File: src/rtl/seg7_scan_driver.sv
// Time-multiplexed hex 7-segment driver with frame-synchronous double buffering.
// Optional macro LEADING_ZERO_BLANK_EN darkens leading zero digits (digit 0 always shown).
module seg7_scan_driver #(
    parameter int NDIG           = 8,
    parameter int SCAN_DIV       = 50000,
    parameter int SEG_ACTIVE_LOW = 1,
    parameter int DIG_ACTIVE_LOW = 1
) (
    input  logic              clk,
    input  logic              rst,
    input  logic [4*NDIG-1:0] digits,
    input  logic [NDIG-1:0]   dp,
    input  logic [NDIG-1:0]   blank,
    input  logic              load,
    output logic [7:0]        seg,
    output logic [NDIG-1:0]   an,
    output logic              frame_tick
);

    localparam int PW = (SCAN_DIV > 1) ? $clog2(SCAN_DIV) : 1;
    localparam int IW = (NDIG > 1) ? $clog2(NDIG) : 1;
    localparam logic [PW-1:0]   PRESC_LAST = PW'(SCAN_DIV - 1);
    localparam logic [IW-1:0]   IDX_LAST   = IW'(NDIG - 1);
    localparam logic [7:0]      SEG_OFF    = (SEG_ACTIVE_LOW != 0) ? 8'hFF : 8'h00;
    localparam logic [NDIG-1:0] AN_OFF     = (DIG_ACTIVE_LOW != 0) ? {NDIG{1'b1}} : {NDIG{1'b0}};

    logic [PW-1:0]     presc_q, presc_d;
    logic [IW-1:0]     idx_q, idx_d;
    logic              pending_q, pending_d;
    logic [4*NDIG-1:0] sh_digits_q, sh_digits_d, disp_digits_q, disp_digits_d;
    logic [NDIG-1:0]   sh_dp_q, sh_dp_d, disp_dp_q, disp_dp_d;
    logic [NDIG-1:0]   sh_blank_q, sh_blank_d, disp_blank_q, disp_blank_d;
    logic [7:0]        seg_q, seg_d;
    logic [NDIG-1:0]   an_q, an_d;
    logic              tick_q, tick_d;

    logic              advance, boundary;
    logic [3:0]        nib [NDIG];
    logic [NDIG-1:0]   an_onehot;
    logic [NDIG-1:0]   dark;
    logic [7:0]        seg_raw;

    function automatic logic [6:0] seg_decode(input logic [3:0] v);
        logic [6:0] s;
        case (v)
            4'h0: s = 7'h3F;  4'h1: s = 7'h06;  4'h2: s = 7'h5B;  4'h3: s = 7'h4F;
            4'h4: s = 7'h66;  4'h5: s = 7'h6D;  4'h6: s = 7'h7D;  4'h7: s = 7'h07;
            4'h8: s = 7'h7F;  4'h9: s = 7'h6F;  4'hA: s = 7'h77;  4'hB: s = 7'h7C;
            4'hC: s = 7'h39;  4'hD: s = 7'h5E;  4'hE: s = 7'h79;  default: s = 7'h71;
        endcase
        return s;
    endfunction

    genvar gi;
    generate
        for (gi = 0; gi < NDIG; gi++) begin : g_dig
            assign nib[gi]       = disp_digits_q[4*gi +: 4];
            assign an_onehot[gi] = (idx_q == IW'(gi));
`ifdef LEADING_ZERO_BLANK_EN
            if (gi == 0) begin : g_lsd
                assign dark[gi] = disp_blank_q[gi];
            end else begin : g_upper
                // A digit is a leading zero when it and every digit above it are zero.
                assign dark[gi] = disp_blank_q[gi] |
                                  ((disp_digits_q[4*NDIG-1:4*gi] == '0) && !disp_dp_q[gi]);
            end
`else
            assign dark[gi] = disp_blank_q[gi];
`endif
        end
    endgenerate

    always_comb begin
        advance       = (presc_q == PRESC_LAST);
        boundary      = advance && (idx_q == IDX_LAST);
        presc_d       = advance ? '0 : presc_q + 1'b1;
        idx_d         = idx_q;
        pending_d     = pending_q;
        sh_digits_d   = sh_digits_q;
        sh_dp_d       = sh_dp_q;
        sh_blank_d    = sh_blank_q;
        disp_digits_d = disp_digits_q;
        disp_dp_d     = disp_dp_q;
        disp_blank_d  = disp_blank_q;

        if (advance) begin
            idx_d = (idx_q == IDX_LAST) ? '0 : idx_q + 1'b1;
        end

        // Display registers only change on the frame boundary, so a frame is never torn.
        if (load) begin
            if (boundary) begin
                disp_digits_d = digits;
                disp_dp_d     = dp;
                disp_blank_d  = blank;
                pending_d     = 1'b0;
            end else begin
                sh_digits_d = digits;
                sh_dp_d     = dp;
                sh_blank_d  = blank;
                pending_d   = 1'b1;
            end
        end else if (boundary && pending_q) begin
            disp_digits_d = sh_digits_q;
            disp_dp_d     = sh_dp_q;
            disp_blank_d  = sh_blank_q;
            pending_d     = 1'b0;
        end

        seg_raw = dark[idx_q] ? 8'h00 : {disp_dp_q[idx_q], seg_decode(nib[idx_q])};
        seg_d   = (SEG_ACTIVE_LOW != 0) ? ~seg_raw : seg_raw;
        an_d    = (DIG_ACTIVE_LOW != 0) ? ~an_onehot : an_onehot;
        tick_d  = boundary;
    end

    always_ff @(posedge clk) begin
        if (rst) begin
            presc_q       <= '0;
            idx_q         <= '0;
            pending_q     <= 1'b0;
            sh_digits_q   <= '0;
            sh_dp_q       <= '0;
            sh_blank_q    <= '0;
            disp_digits_q <= '0;
            disp_dp_q     <= '0;
            disp_blank_q  <= '0;
            seg_q         <= SEG_OFF;
            an_q          <= AN_OFF;
            tick_q        <= 1'b0;
        end else begin
            presc_q       <= presc_d;
            idx_q         <= idx_d;
            pending_q     <= pending_d;
            sh_digits_q   <= sh_digits_d;
            sh_dp_q       <= sh_dp_d;
            sh_blank_q    <= sh_blank_d;
            disp_digits_q <= disp_digits_d;
            disp_dp_q     <= disp_dp_d;
            disp_blank_q  <= disp_blank_d;
            seg_q         <= seg_d;
            an_q          <= an_d;
            tick_q        <= tick_d;
        end
    end

    assign seg        = seg_q;
    assign an         = an_q;
    assign frame_tick = tick_q;

endmodule

File: config.mk
export PLATFORM = sky130hd
export DESIGN_NAME = seg7_scan_driver
export DESIGN_NICKNAME = d
export VERILOG_FILES = /design/src/rtl/seg7_scan_driver.sv
export SDC_FILE = /design/constraint.sdc
export NUM_CORES = 1
export LEC_CHECK = 0
export BUFFER_PORTS_ARGS = -buffer_cell sky130_fd_sc_hd__buf_2
export CORE_ASPECT_RATIO = 0.9
export CORE_MARGIN = 10
export CORE_UTILIZATION = 58
export DETAILED_ROUTE_END_ITERATION = 8
export PLACE_DENSITY = 0.79
export SLEW_MARGIN = 15
export SYNTH_ARGS = -nofsm -noshare
export SYNTH_HDL_FRONTEND = slang
export SYNTH_SLANG_ARGS = --single-unit
File: constraint.sdc
create_clock -name clk -period 3.1 [get_ports clk]
set_input_delay 0.31 -clock clk [delete_from_list [all_inputs] [get_ports clk]]
set_output_delay 0.31 -clock clk [all_outputs]
set_load 0.05 [all_outputs]
=== After elaboration in Yosys (flattened, before gate mapping) ===
Memories as Yosys holds them, arrays and structs flattened.
Cells that the tools add are included.

* Add/subtract/negate cells: 2
* Order comparisons: 2
* Equality and inequality tests: 9
* Mux-type cells: 21
* Bitwise gates (word level): 4
* Reductions and logical operators: 7

{| class="wikitable"
|+ Operators with widths
! operator !! number
|-
| 32-bit 2-to-1 mux || 3
|-
| 8-bit 2-to-1 mux || 7
|-
| 16-bit by 1-bit adder with 16-bit output, second input constant || 1
|-
| 16-bit equality test, second input constant || 1
|-
| 8-bit NOT || 2
|-
| 4-bit binary-select mux with 3-bit select || 1
|-
| 3-bit equality test, second input constant || 4
|-
| 4-bit 2-to-1 mux || 2
|-
| 1-bit binary-select mux with 3-bit select || 2
|-
| 3-bit by 2-bit equality test with 1-bit output, second input constant || 2
|-
| 1-bit 2-to-1 mux || 5
|-
| 4-bit >= comparator, second input constant || 1
|-
| 3-bit by 4-bit < comparator with 1-bit output, second input constant || 1
|-
| 3-bit NOT with 4-bit output || 1
|-
| 2-bit AND reduction || 2
|-
| 3-bit by 1-bit adder with 3-bit output, second input constant || 1
|-
| 3-bit by 1-bit equality test with 1-bit output, second input constant || 1
|-
| 3-bit logical NOT || 1
|-
| 3-bit 2-to-1 mux || 1
|-
| 1-bit logical AND || 2
|-
| 2-bit by 1-bit != test with 1-bit output, second input constant || 1
|-
| 2-bit nonzero test || 1
|-
| 2-bit OR reduction || 1
|-
| 1-bit NOT || 1
|}

* Flip-flop bits (word level): 133
* Bits in read-only memories: 112
* Input port bits: 51
* Output and inout port bits: 17
* Memories: 1

{| class="wikitable"
|+ Memory list
! name !! words !! bits a word !! read ports !! clocked after memory_dff !! wr ports !! line !! source
|-
| (name not given) || 16 || 7 || 1 || 0 || 0 || 45 || <nowiki>case (v)</nowiki>
|}

=== Depth between registers and ports, before layout ===
Gate-level depths: netlist of the first run.
An unclocked memory read counts as a cell.

* Word-level depth: 7
* Depth in mapped cells: 11
* Depth with buffers taken out: 9

=== Worst setup path after synthesis of the first run ===
Ideal clock, no wire load.

* Path type: register -> register
* Start: register idx_q[0]
* End: register seg_q[3], in the netlist seg[3]
* Library setup time: 0.138 ns
* Arrival: 2.088 ns
* Required time: 2.962 ns
* Slack: 0.874 ns
* Cell stages (with the launch flop): 10
* Path buffers: 1
* Period minus slack after synthesis: 2.226 ns
* Cell sequence: dfxtp_1 buf_6 mux4_1 mux2i_1 inv_1 ha_1 inv_1 nor3_1 a211oi_1 o21ai_0

* Word-level cells in the longest chain between the ends: 7
* Elaborated cells between the ends (all ways): 9

{| class="wikitable"
|+ Ends and longest elaborated chain
! what !! line !! source
|-
| start: declaration || 28 || <nowiki>logic [IW-1:0] idx_q, idx_d;</nowiki>
|-
| start signal: assignment || 132 || <nowiki>idx_q <= idx_d;</nowiki>
|-
| 3-bit NOT with 4-bit output (not written as such) || 110 || <nowiki>seg_raw = dark[idx_q] ? 8'h00 : {disp_dp_q[idx_q], seg_decode(nib[idx_q])};</nowiki>
|-
| 4-bit binary-select mux with 3-bit select || 110 ||
|-
| 4-bit 2-to-1 mux (not written as such) (2 in series) || 110 ||
|-
| memory 16 x 7 bit || - ||
|-
| 8-bit 2-to-1 mux (*) || 110 ||
|-
| 8-bit NOT (*) || 111 || <nowiki>seg_d = (SEG_ACTIVE_LOW != 0) ? ~seg_raw : seg_raw;</nowiki>
|-
| end signal: assignment || 140 || <nowiki>seg_q <= seg_d;</nowiki>
|-
| end: declaration || 33 || <nowiki>logic [7:0] seg_q, seg_d;</nowiki>
|}

Every way passes the cells marked *; elsewhere a longest branch is shown, timed or not. The select of a mux whose other input is x is not followed.
A chain may end at the register's enable or synchronous reset.

=== Worst setup path in the final report of the first run ===
* Start: register idx_q[0]
* End: register disp_digits_q[0]

* Word-level cells in the longest chain between the ends: 5
* Elaborated cells between the ends (all ways): 6

{| class="wikitable"
|+ Ends and longest elaborated chain
! what !! line !! source
|-
| 3-bit equality test (*) || 75 || <nowiki>boundary = advance && (idx_q == IDX_LAST);</nowiki>
|-
| 1-bit logical AND (*) || 75 ||
|-
| 1-bit logical AND || 103 || <nowiki>end else if (boundary && pending_q) begin</nowiki>
|-
| 2-bit nonzero test (no source line) || - ||
|-
| 2-bit AND reduction (no source line) (*) || - ||
|-
| end signal: assignment || 137 || <nowiki>disp_digits_q <= disp_digits_d;</nowiki>
|-
| end: declaration || 30 || <nowiki>logic [4*NDIG-1:0] sh_digits_q, sh_digits_d, disp_digits_q, disp_digits_d;</nowiki>
|}

Every way passes the cells marked *; elsewhere a longest branch is shown, timed or not.

==> impl_metrics.env, run 1 <==
export IMPL_status="finished clean"
export IMPL_clock_latency_ns=0.41
export IMPL_skew_ns=0.00690
export IMPL_synthCells=632
export IMPL_ant_nets=0
export IMPL_root_buffer="clkbuf_16"
export IMPL_finalSetupTns_ns=0
export IMPL_min_path_type="in2reg"
export IMPL_ys_types=41
export IMPL_ys_warn_count=0
export IMPL_cap_viol_max_count=0
export IMPL_avgViaCountPerCell=5.57
export IMPL_dr_first_iter_drc_count=309
export IMPL_cts_sinks=133
export IMPL_syn_avg_cell_area_sq_um=9.45
export IMPL_clk_path_buf_depth=2
export IMPL_grt_usage=0.182
export IMPL_tightest_slew_ns=0.685
export IMPL_synth_top_area_frac=0.446
export IMPL_start_util=0.588
export IMPL_fin_crit_sh=0.840
export IMPL_netlist_top_cells_count="dfxtp_1, nand2_1, nor2_1"
export IMPL_io_pins=68
export IMPL_reg2reg_depth=8
export IMPL_syn_num_nets=696
export IMPL_cts_made_buffers=17
export IMPL_post_place_ws_ns=0.572
export IMPL_fin_ws_ns=0.496
export IMPL_critPathMaxFanout=66
export IMPL_worstPathArrival_ns=2.91
export IMPL_grt_pass1_vias=4545
export IMPL_yosysMostFrequentCell="dfxtp_1"
export IMPL_core_rowCount=35
export IMPL_grt_overflow_total=0
export IMPL_grt_max_degree=67
export IMPL_yosys_area_top_type="dfxtp_1"
export IMPL_required_ns=3.41
export IMPL_crit_path_end_kind="flop"
export IMPL_cts_setup_buffers=0
export IMPL_setup_viol=0
export IMPL_startpoint_type="flop"
export IMPL_grt_pass1_wl_um=22200
export IMPL_ys_ff_latch=133
export IMPL_drv_slew=0
export IMPL_cts_tree="yes"
export IMPL_layout_drive_gt1_share=0.229
export IMPL_rr_endpoint="disp_digits_q[0]"
export IMPL_fill_cells=773
export IMPL_drc=0
export IMPL_portBuffers=67
export IMPL_wl_per_cell_um=15.8
export IMPL_netlist_area_sq_mm=0.00597
export IMPL_hold_viol_final=0
export IMPL_synth_seq_area_share=0.446
export IMPL_antenna_found_initial=0
export IMPL_antenna_cells=0
export IMPL_fmax_ghz=0.384
export IMPL_die_y_um=116
export IMPL_r2r_slack_ns=0.50
export IMPL_crit_start="idx_q[0]"
export IMPL_fin_cells=824
export IMPL_drt_wl_total_um=13000
export IMPL_clk_pin_slew_ns=0.06
export IMPL_r2r_start="idx_q[0]"
export IMPL_synth_enable_flop_cells=0
export IMPL_synthFlopType="dfxtp_1"
export IMPL_timing_hold_ws_ns=0.143
export IMPL_gp_congestion=0.816
export IMPL_max_slew_margin_rel=0.543
export IMPL_critPathKind="reg2reg"
export IMPL_cts_htree_levels=4
export IMPL_cp_endpoint="disp_digits_q[0]"
export IMPL_yosys_top_cells_area="dfxtp_1, mux2i_1, a211oi_2"
export IMPL_rsz0062_at_grt="false"
export IMPL_num_vias=4591
export IMPL_utilization=0.681
export IMPL_ir_worst_vdd_v=0.000685
export IMPL_ctsHoldBuffers=0
export IMPL_die_area_sq_mm=0.0148
export IMPL_die_w_um=127
export IMPL_async_flop_share=0
export IMPL_hpwl_um=8790
export IMPL_leakage_nw=2.69
export IMPL_place_inst=793
export IMPL_drt_pass1_iterations=5
export IMPL_post_cts_resized=0
export IMPL_syn_to_final_growth_pct=15.9
export IMPL_fin_nets=747
export IMPL_finalCriticalPeriod_ns=2.60
export IMPL_core_sq_mm=0.0102
export IMPL_power_density_mw_per_mm2=584
-- metal layers --
metal	GRT usage	wire [um]
met5	0	0
met4	0.0576	153
met3	0.0594	715
met2	0.307	6390
met1	0.215	5780
-- worst max-delay path: stages (launching register included) --
cell and delay (ns):
dfxtp_1 0.62, buf_4 0.31, ha_1 0.21, ha_1 0.23, inv_1 0.14, nor3_4 0.27, buf_12 0.33, nor2_1 0.09
a211oi_1 0.27
-- report_power, final --
| part | switching (mW) | internal (mW) | leakage [nW] |
|---|---|---|---|
| combinational | 0.157 | 0.0905 | 1.33 |
| clock | 0.740 | 1.28 | 0.277 |
| sequential | 0.0207 | 1.75 | 1.08 |
| total | 0.918 | 3.12 | 2.69 |
-- metrics by stage --
step                total power, mW  cell area, sq um
floorplan                      1.97              5970
global placement               2.05              6320
detailed placement             2.06              6320
CTS                            4.07              6920
global route                   4.19              6920
finish                         4.04              6920
-- flip-flops by register name, summed over array words and instances (netlist names) --
signal         cells
disp_digits_q     32
sh_digits_q       32
presc_q           16
an                 8
dark               8
disp_dp_q          8
seg                8
sh_blank_q         8
sh_dp_q            8
idx_q              3
frame_tick         1
pending_q          1
-- cell type report --
| type | count | area [sq um] | share of cell area |
|---|---|---|---|
| clock inverters | 12 | 155 | 0.0224 |
| flip-flops and latches | 133 | 2660 | 0.385 |
| inverters | 11 | 41.3 | 0.00597 |
| clock buffers | 19 | 443 | 0.0640 |
| multi-input cells | 441 | 3000 | 0.434 |
| well taps | 129 | 161 | 0.0233 |
| repair buffers | 79 | 453 | 0.0655 |
-- cell families after synthesis --
family                   count (synthesis)  synth area share
AO/OA/AOI/OAI                          121             0.162
XOR/XNOR                                14            0.0205
adder cells (fa/ha/maj)                 13            0.0272
buffers and inverters                   58            0.0532
flip-flops                             133             0.446
multiplexers                            65             0.132
AND/OR/NAND/NOR                        228             0.159
-- worst min-delay path by stage --
stage,startpoint,end,slack [ns],cells past startpoint
floorplan,presc_q[0],presc_q[0],0.43,1
global placement,sh_digits_q[27],sh_digits_q[27],0.44,2
detailed placement,sh_digits_q[17],sh_digits_q[17],0.45,2
CTS,dp[0],sh_dp_q[0],0.13,3
global route,digits[27],sh_digits_q[27],0.14,3
finish,dp[3],sh_dp_q[3],0.14,3
-- layout by cell type (no fill, tap or decap), types with 3 or more instances in the layout --
cell / Yosys / routed
buf_2: 11 / 66
and3_1: 4 / 4
nor3_1: 7 / 7
o21ai_0: 3 / 3
mux2i_1: 54 / 54
a211oi_1: 15 / 15
clkinvlp_4: 0 / 5
dfxtp_1: 133 / 133
nor2_1: 80 / 80
inv_1: 9 / 9
a21oi_1: 54 / 54
xor2_1: 7 / 7
nand2_1: 112 / 112
nand3_1: 9 / 9
a211oi_2: 36 / 36
mux4_2: 7 / 7
xnor2_1: 7 / 7
buf_4: 3 / 11
mux4_1: 3 / 3
nand4_1: 3 / 3
nand2b_1: 3 / 3
bufinv_16: 0 / 3
ha_1: 13 / 13
o221ai_1: 3 / 3
clkbuf_16: 0 / 17
Power figures use the tool's default switching activity.
==> run 2, diff against run 1 <==
Settings changed: CORE_UTILIZATION 58 to 53, PLACE_DENSITY 0.79 to 0.76.
Clock period 3.1 ns to 2.2 ns, I/O delays scaled along.
==> run 2 against run 1 <==
Compared with the run above:
- sequential share of layout area decreased by 1.2 points
- critical path depth increased by 2
- fmax increased by 25%
- routed wire length increased by 7.2%
- cell count increased by 4.7%
- clock power increased by 42%
- clock skew increased by 0.0017 ns
- clock-buffer cell count increased by 4
- worst setup slack got worse by 0.38 ns
- non-clock buffer count increased by 15
- global-route usage decreased by 0.79 points
- core utilization decreased by 2.4 points
- highest routed layer unchanged
==> impl_metrics.env, run 2 (same netlist as run 1, synthesis figures left out) <==
export IMPL_status="finished clean"
export IMPL_min_delay_start="digits[12]"
export IMPL_cts_made_buffers=17
export IMPL_rsz0062_at_grt="false"
export IMPL_path_cells="buf_4 > mux4_2 > nand2_1 > and2_1 > inv_1 > ha_1 > inv_1 > nor2_1 > a21oi_1 > o221ai_1"
export IMPL_layout_drive_gt1_share=0.252
export IMPL_clk_pin_slew_ns=0.06
export IMPL_cap_viol_max_count=0
export IMPL_num_vias=4726
export IMPL_switching_power_mw=1.26
export IMPL_power_density_mw_per_mm2=800
export IMPL_fin_ws_ns=0.120
export IMPL_required_ns=2.48
export IMPL_swShare=0.220
export IMPL_io_pins=68
export IMPL_start_util=0.548
export IMPL_die_y_um=121
export IMPL_die_w_um=132
export IMPL_crit_start="idx_q[0]"
export IMPL_grt_overflow_total=0
export IMPL_syn_to_final_growth_pct=19.9
export IMPL_tightest_slew_ns=0.766
export IMPL_drv_slew=0
export IMPL_fmax_ghz=0.481
export IMPL_leakage_nw=2.80
export IMPL_final_cell_mix="dfxtp_1, nand2_1, nor2_1"
export IMPL_root_buffer="clkbuf_16"
export IMPL_final_common_cell="dfxtp_1"
export IMPL_min_path_type="in2reg"
export IMPL_reg_largest_list="disp_digits_q: 32 flops, sh_digits_q: 32 flops, presc_q: 16 flops"
export IMPL_antenna_found_initial=0
export IMPL_gp_congestion=0.799
export IMPL_grt_pass1_vias=4603
export IMPL_clk_path_buf_depth=2
export IMPL_cts_tree="yes"
export IMPL_critPathMaxStageDelay_ns=0.49
export IMPL_core_rowCount=36
export IMPL_clkPwrFrac=0.500
export IMPL_crit_path_end_kind="flop"
export IMPL_skew_ns=0.00857
export IMPL_post_place_ws_ns=-0.00613
export IMPL_wl_per_cell_um=16.2
export IMPL_fin_crit_sh=0.945
export IMPL_finalCriticalPeriod_ns=2.08
export IMPL_core_sq_mm=0.0109
export IMPL_max_slew_margin_rel=0.489
export IMPL_drc=0
export IMPL_hpwl_um=9110
export IMPL_critPathKind="reg2reg"
export IMPL_drt_wl_total_um=14000
export IMPL_avgViaCountPerCell=5.48
export IMPL_grt_pass1_wl_um=22800
export IMPL_portBuffers=67
export IMPL_dr_first_iter_drc_count=320
export IMPL_p_comb_frac=0.063
export IMPL_intPower_mw=4.47
export IMPL_critPathMaxFanout=5
export IMPL_worstPathArrival_ns=2.36
export IMPL_startpoint_type="flop"
export IMPL_ir_worst_vdd_v=0.000545
export IMPL_cts_sinks=133
export IMPL_finalPower_mw=5.73
export IMPL_path_common_cell="inv_1"
export IMPL_fill_cells=893
export IMPL_grt_usage=0.174
export IMPL_hold_viol_final=0
export IMPL_power_frac_seq=0.436
export IMPL_r2r_start="idx_q[0]"
export IMPL_fin_nets=762
export IMPL_setup_viol=0
export IMPL_drt_pass1_iterations=5
export IMPL_slowest_stage="mux4_2"
export IMPL_die_area_sq_mm=0.0159
export IMPL_grt_max_degree=62
export IMPL_clock_latency_ns=0.42
export IMPL_antenna_cells=0
export IMPL_ant_nets=0
export IMPL_cts_htree_levels=4
run 2: path summary, 6_finish.rpt:
kind / slack, ns / endpoint / cells past startpoint
max: 0.12 / seg[5] / 10
min: 0.05 / sh_digits_q[12] / 3
max reg2reg: 0.12 / seg[5] / 10
min reg2reg: 0.45 / sh_digits_q[18] / 2
run 2: power groups by stage:
stage / logic (mW) / registers, mW / clock network (mW)
floorplan: 0.211 / 2.57 / 0
global placement: 0.347 / 2.55 / 0
detailed placement: 0.353 / 2.55 / 0
CTS: 0.356 / 2.50 / 2.91
global route: 0.401 / 2.51 / 3.02
finish: 0.364 / 2.50 / 2.86
run 2: per-stage QoR:
step	instances	utilization	setup TNS, ns	area (sq um)	hold slack [ns]
2_1_floorplan	632	-	0	5970	0.356
3_3_place_gp	826	0.591	0	6440	0.441
3_5_place_dp	826	0.591	-0.00613	6440	0.446
4_1_cts	861	0.651	0	7090	0.0322
5_1_grt	863	0.657	0	7160	0.0432
6_report	863	0.657	0	7160	0.0464
run 2: worst max-delay path, delay by kind of cell (launching register included):
family,cells,cell delay [ns]
AOI/OAI and AO/OA,2,0.29
adders and majority gates,1,0.21
and+or+nand+nor,3,0.28
DFF,1,0.37
muxes,1,0.49
buffers and inverters,3,0.30
run 2: cell type report:
type,count,area [sq um],share of cell area
clock inverters,9,125,0.0175
repair buffers,94,632,0.0882
well taps,152,190,0.0266
clock buffers,23,478,0.0667
flip-flops and latches,133,2670,0.373
multi-input cells,441,3030,0.423
inverters,11,41.3,0.00577
run 2: routing by layer:
metal  vias to the layer above  GRT usage  wire length, um
met3                        21     0.0563              724
met1                      2254      0.212             6200
met5                         -          0                0
met2                       138      0.284             6870
li1                       2313          -                -
met4                         0     0.0618              197
run 2: timing repair:
action,in CTS,in global routing
endpoints found under the setup margin,5,95
resized for setup,1,9
hold buffers,0,0
hold endpoints to repair,0,0
gates cloned,1,1
pin swaps,1,0
buffers inserted,2,1
==> run 3, diff against run 2 <==
Settings changed: CELL_PAD_IN_SITES_DETAIL_PLACEMENT from default to 1, CELL_PAD_IN_SITES_GLOBAL_PLACEMENT from default to 1, CORE_UTILIZATION 53 to 41, PLACE_DENSITY 0.76 to default, PLACE_DENSITY_LB_ADDON from default to 0.1, REMOVE_ABC_BUFFERS from default to 1.
==> run 3 against run 2 <==
Compared with the run above:
- cell area up 1.5%
- cell count grew 4.3%
- via count decreased by 2.5%
==> impl_metrics.env, run 3 (same netlist as run 1, synthesis figures left out) <==
export IMPL_status="finished clean"
export IMPL_reg_largest_list="disp_digits_q: 32 flops, sh_digits_q: 32 flops, presc_q: 16 flops"
export IMPL_clk_pin_slew_ns=0.06
export IMPL_ctsHoldBuffers=0
export IMPL_io_pins=68
export IMPL_syn_to_final_growth_pct=21.7
export IMPL_timing_hold_ws_ns=0.0421
export IMPL_wl_per_cell_um=16.9
export IMPL_hpwl_um=10200
export IMPL_min_path_type="in2reg"
export IMPL_num_vias=4608
export IMPL_min_delay_start="digits[23]"
export IMPL_drt_wl_total_um=15200
export IMPL_worstPathArrival_ns=2.40
export IMPL_dpl_cell_area_sq_mm=0.00652
export IMPL_min_to="sh_digits_q[23]"
export IMPL_avgViaCountPerCell=5.12
export IMPL_ir_worst_vdd_v=0.000540
export IMPL_clock_latency_ns=0.43
export IMPL_finalInstanceArea_sq_mm=0.00726
export IMPL_finalCriticalPeriod_ns=2.10
export IMPL_r2r_start="idx_q[0]"
export IMPL_skew_ns=0.0102
export IMPL_grt_overflow_total=0
export IMPL_portBuffers=67
export IMPL_cts_tree="yes"
export IMPL_reg2reg_depth=6
export IMPL_cts_made_buffers=17
export IMPL_root_buffer="clkbuf_16"
export IMPL_required_ns=2.50
export IMPL_startpoint_type="flop"
export IMPL_max_slew_margin_rel=0.611
export IMPL_tightest_slew_ns=0.584
export IMPL_grt_max_degree=51
export IMPL_cts_sinks=133
export IMPL_dr_first_iter_drc_count=159
export IMPL_die_area_sq_mm=0.0198
export IMPL_leakage_nw=2.81
export IMPL_crit_path_end_kind="flop"
export IMPL_hold_depth=3
export IMPL_drc=0
export IMPL_fmax_ghz=0.476
export IMPL_core_rowCount=41
export IMPL_layout_drive_gt1_share=0.259
export IMPL_critPathKind="reg2reg"
export IMPL_fill_cells=1634
export IMPL_fin_nets=758
export IMPL_critPathMaxFanout=11
export IMPL_seq_area_sq_mm=0.00266
export IMPL_die_y_um=134
export IMPL_core_sq_mm=0.0142
export IMPL_r2r_slack_ns=0.1
export IMPL_die_w_um=147
export IMPL_ant_nets=0
export IMPL_antenna_found_initial=0
export IMPL_hold_viol_final=0
export IMPL_clk_path_buf_depth=2
export IMPL_final_common_cell="dfxtp_1"
export IMPL_drt_pass1_iterations=4
export IMPL_grt_usage=0.161
export IMPL_fin_crit_sh=0.956
export IMPL_cap_viol_max_count=0
export IMPL_drv_slew=0
export IMPL_rr_endpoint="seg[0]"
export IMPL_grt_pass1_wl_um=25700
export IMPL_grt_pass1_vias=5116
export IMPL_antenna_cells=0
export IMPL_gp_congestion=0.828
export IMPL_setup_viol=0
export IMPL_multi_input_area_sq_mm=0.00303
export IMPL_power_density_mw_per_mm2=823
export IMPL_start_util=0.422
export IMPL_final_cell_mix="dfxtp_1, nand2_1, nor2_1"
export IMPL_cts_htree_levels=4
[run 3: changes by cell type in the layout (fill, tap and decap cells not counted), sizes merged]
cell,delta
buf,-3
bufinv,+1
clkinv,-1
clkinvlp,-1
[run 3: power by group]
part           switching [mW]  internal (mW)  total [mW]
logic                   0.228          0.135       0.363
clock network            1.04           2.07        3.11
registers              0.0303           2.47        2.50
total                    1.30           4.68        5.98
[run 3: worst max path at each step]
| stage | startpoint | to | cells after the start |
|---|---|---|---|
| finish | idx_q[0] | seg[0] | 6 |
| global route | idx_q[0] | seg[3] | 10 |
| CTS | idx_q[0] | seg[3] | 10 |
| detailed placement | idx_q[0] | seg[0] | 6 |
| global placement | idx_q[0] | seg[0] | 6 |
| floorplan | idx_q[0] | dark[0] | 6 |
[run 3: metal layers]
metal  track usage  vias up  wire length [um]
met1         0.190     2225              7130
met3        0.0458       18               539
met2         0.270       60              7340
li1              -     2305                 -
met4        0.0671        0               218
met5             0        -                 0
[run 3: worst max-delay path, stage by stage, from the launching register on]
cell	delay [ns]
dfxtp_2	0.35
buf_4	0.13
buf_4	0.18
mux4_2	0.55
mux2_4	0.34
nor3_1	0.30
o31ai_2	0.13
[run 3: per-stage QoR]
step | TNS, ns | power [mW] | setup slack (ns) | std cells | util
floorplan | -145.56 | 2.72 | -1.86 | 585 | -
global placement | 0 | 2.91 | 0.0198 | 864 | 0.460
detailed placement | -0.00753 | 2.92 | -0.00753 | 864 | 0.460
CTS | 0 | 6.06 | 0.0251 | 897 | 0.509
global route | -0.00233 | 6.21 | -0.00214 | 900 | 0.513
finish | 0 | 5.98 | 0.0976 | 900 | 0.513
[run 3: layout make-up]
class | instances | share of cell area
Clock buffer | 24 | 0.0704
Clock inverter | 8 | 0.0196
Inverter | 11 | 0.00568
Multi-Input combinational cell | 441 | 0.417
Sequential cell | 133 | 0.367
Tap cell | 193 | 0.0332
Timing Repair Buffer | 90 | 0.0875
[run 3: timing repair]
| action | in CTS | in global routing |
|---|---|---|
| gates cloned | 1 | 0 |
| buffers inserted | 0 | 3 |
| resized for setup | 2 | 12 |
| pin swaps | 0 | 2 |
| endpoints found under the setup margin | 3 | 114 |
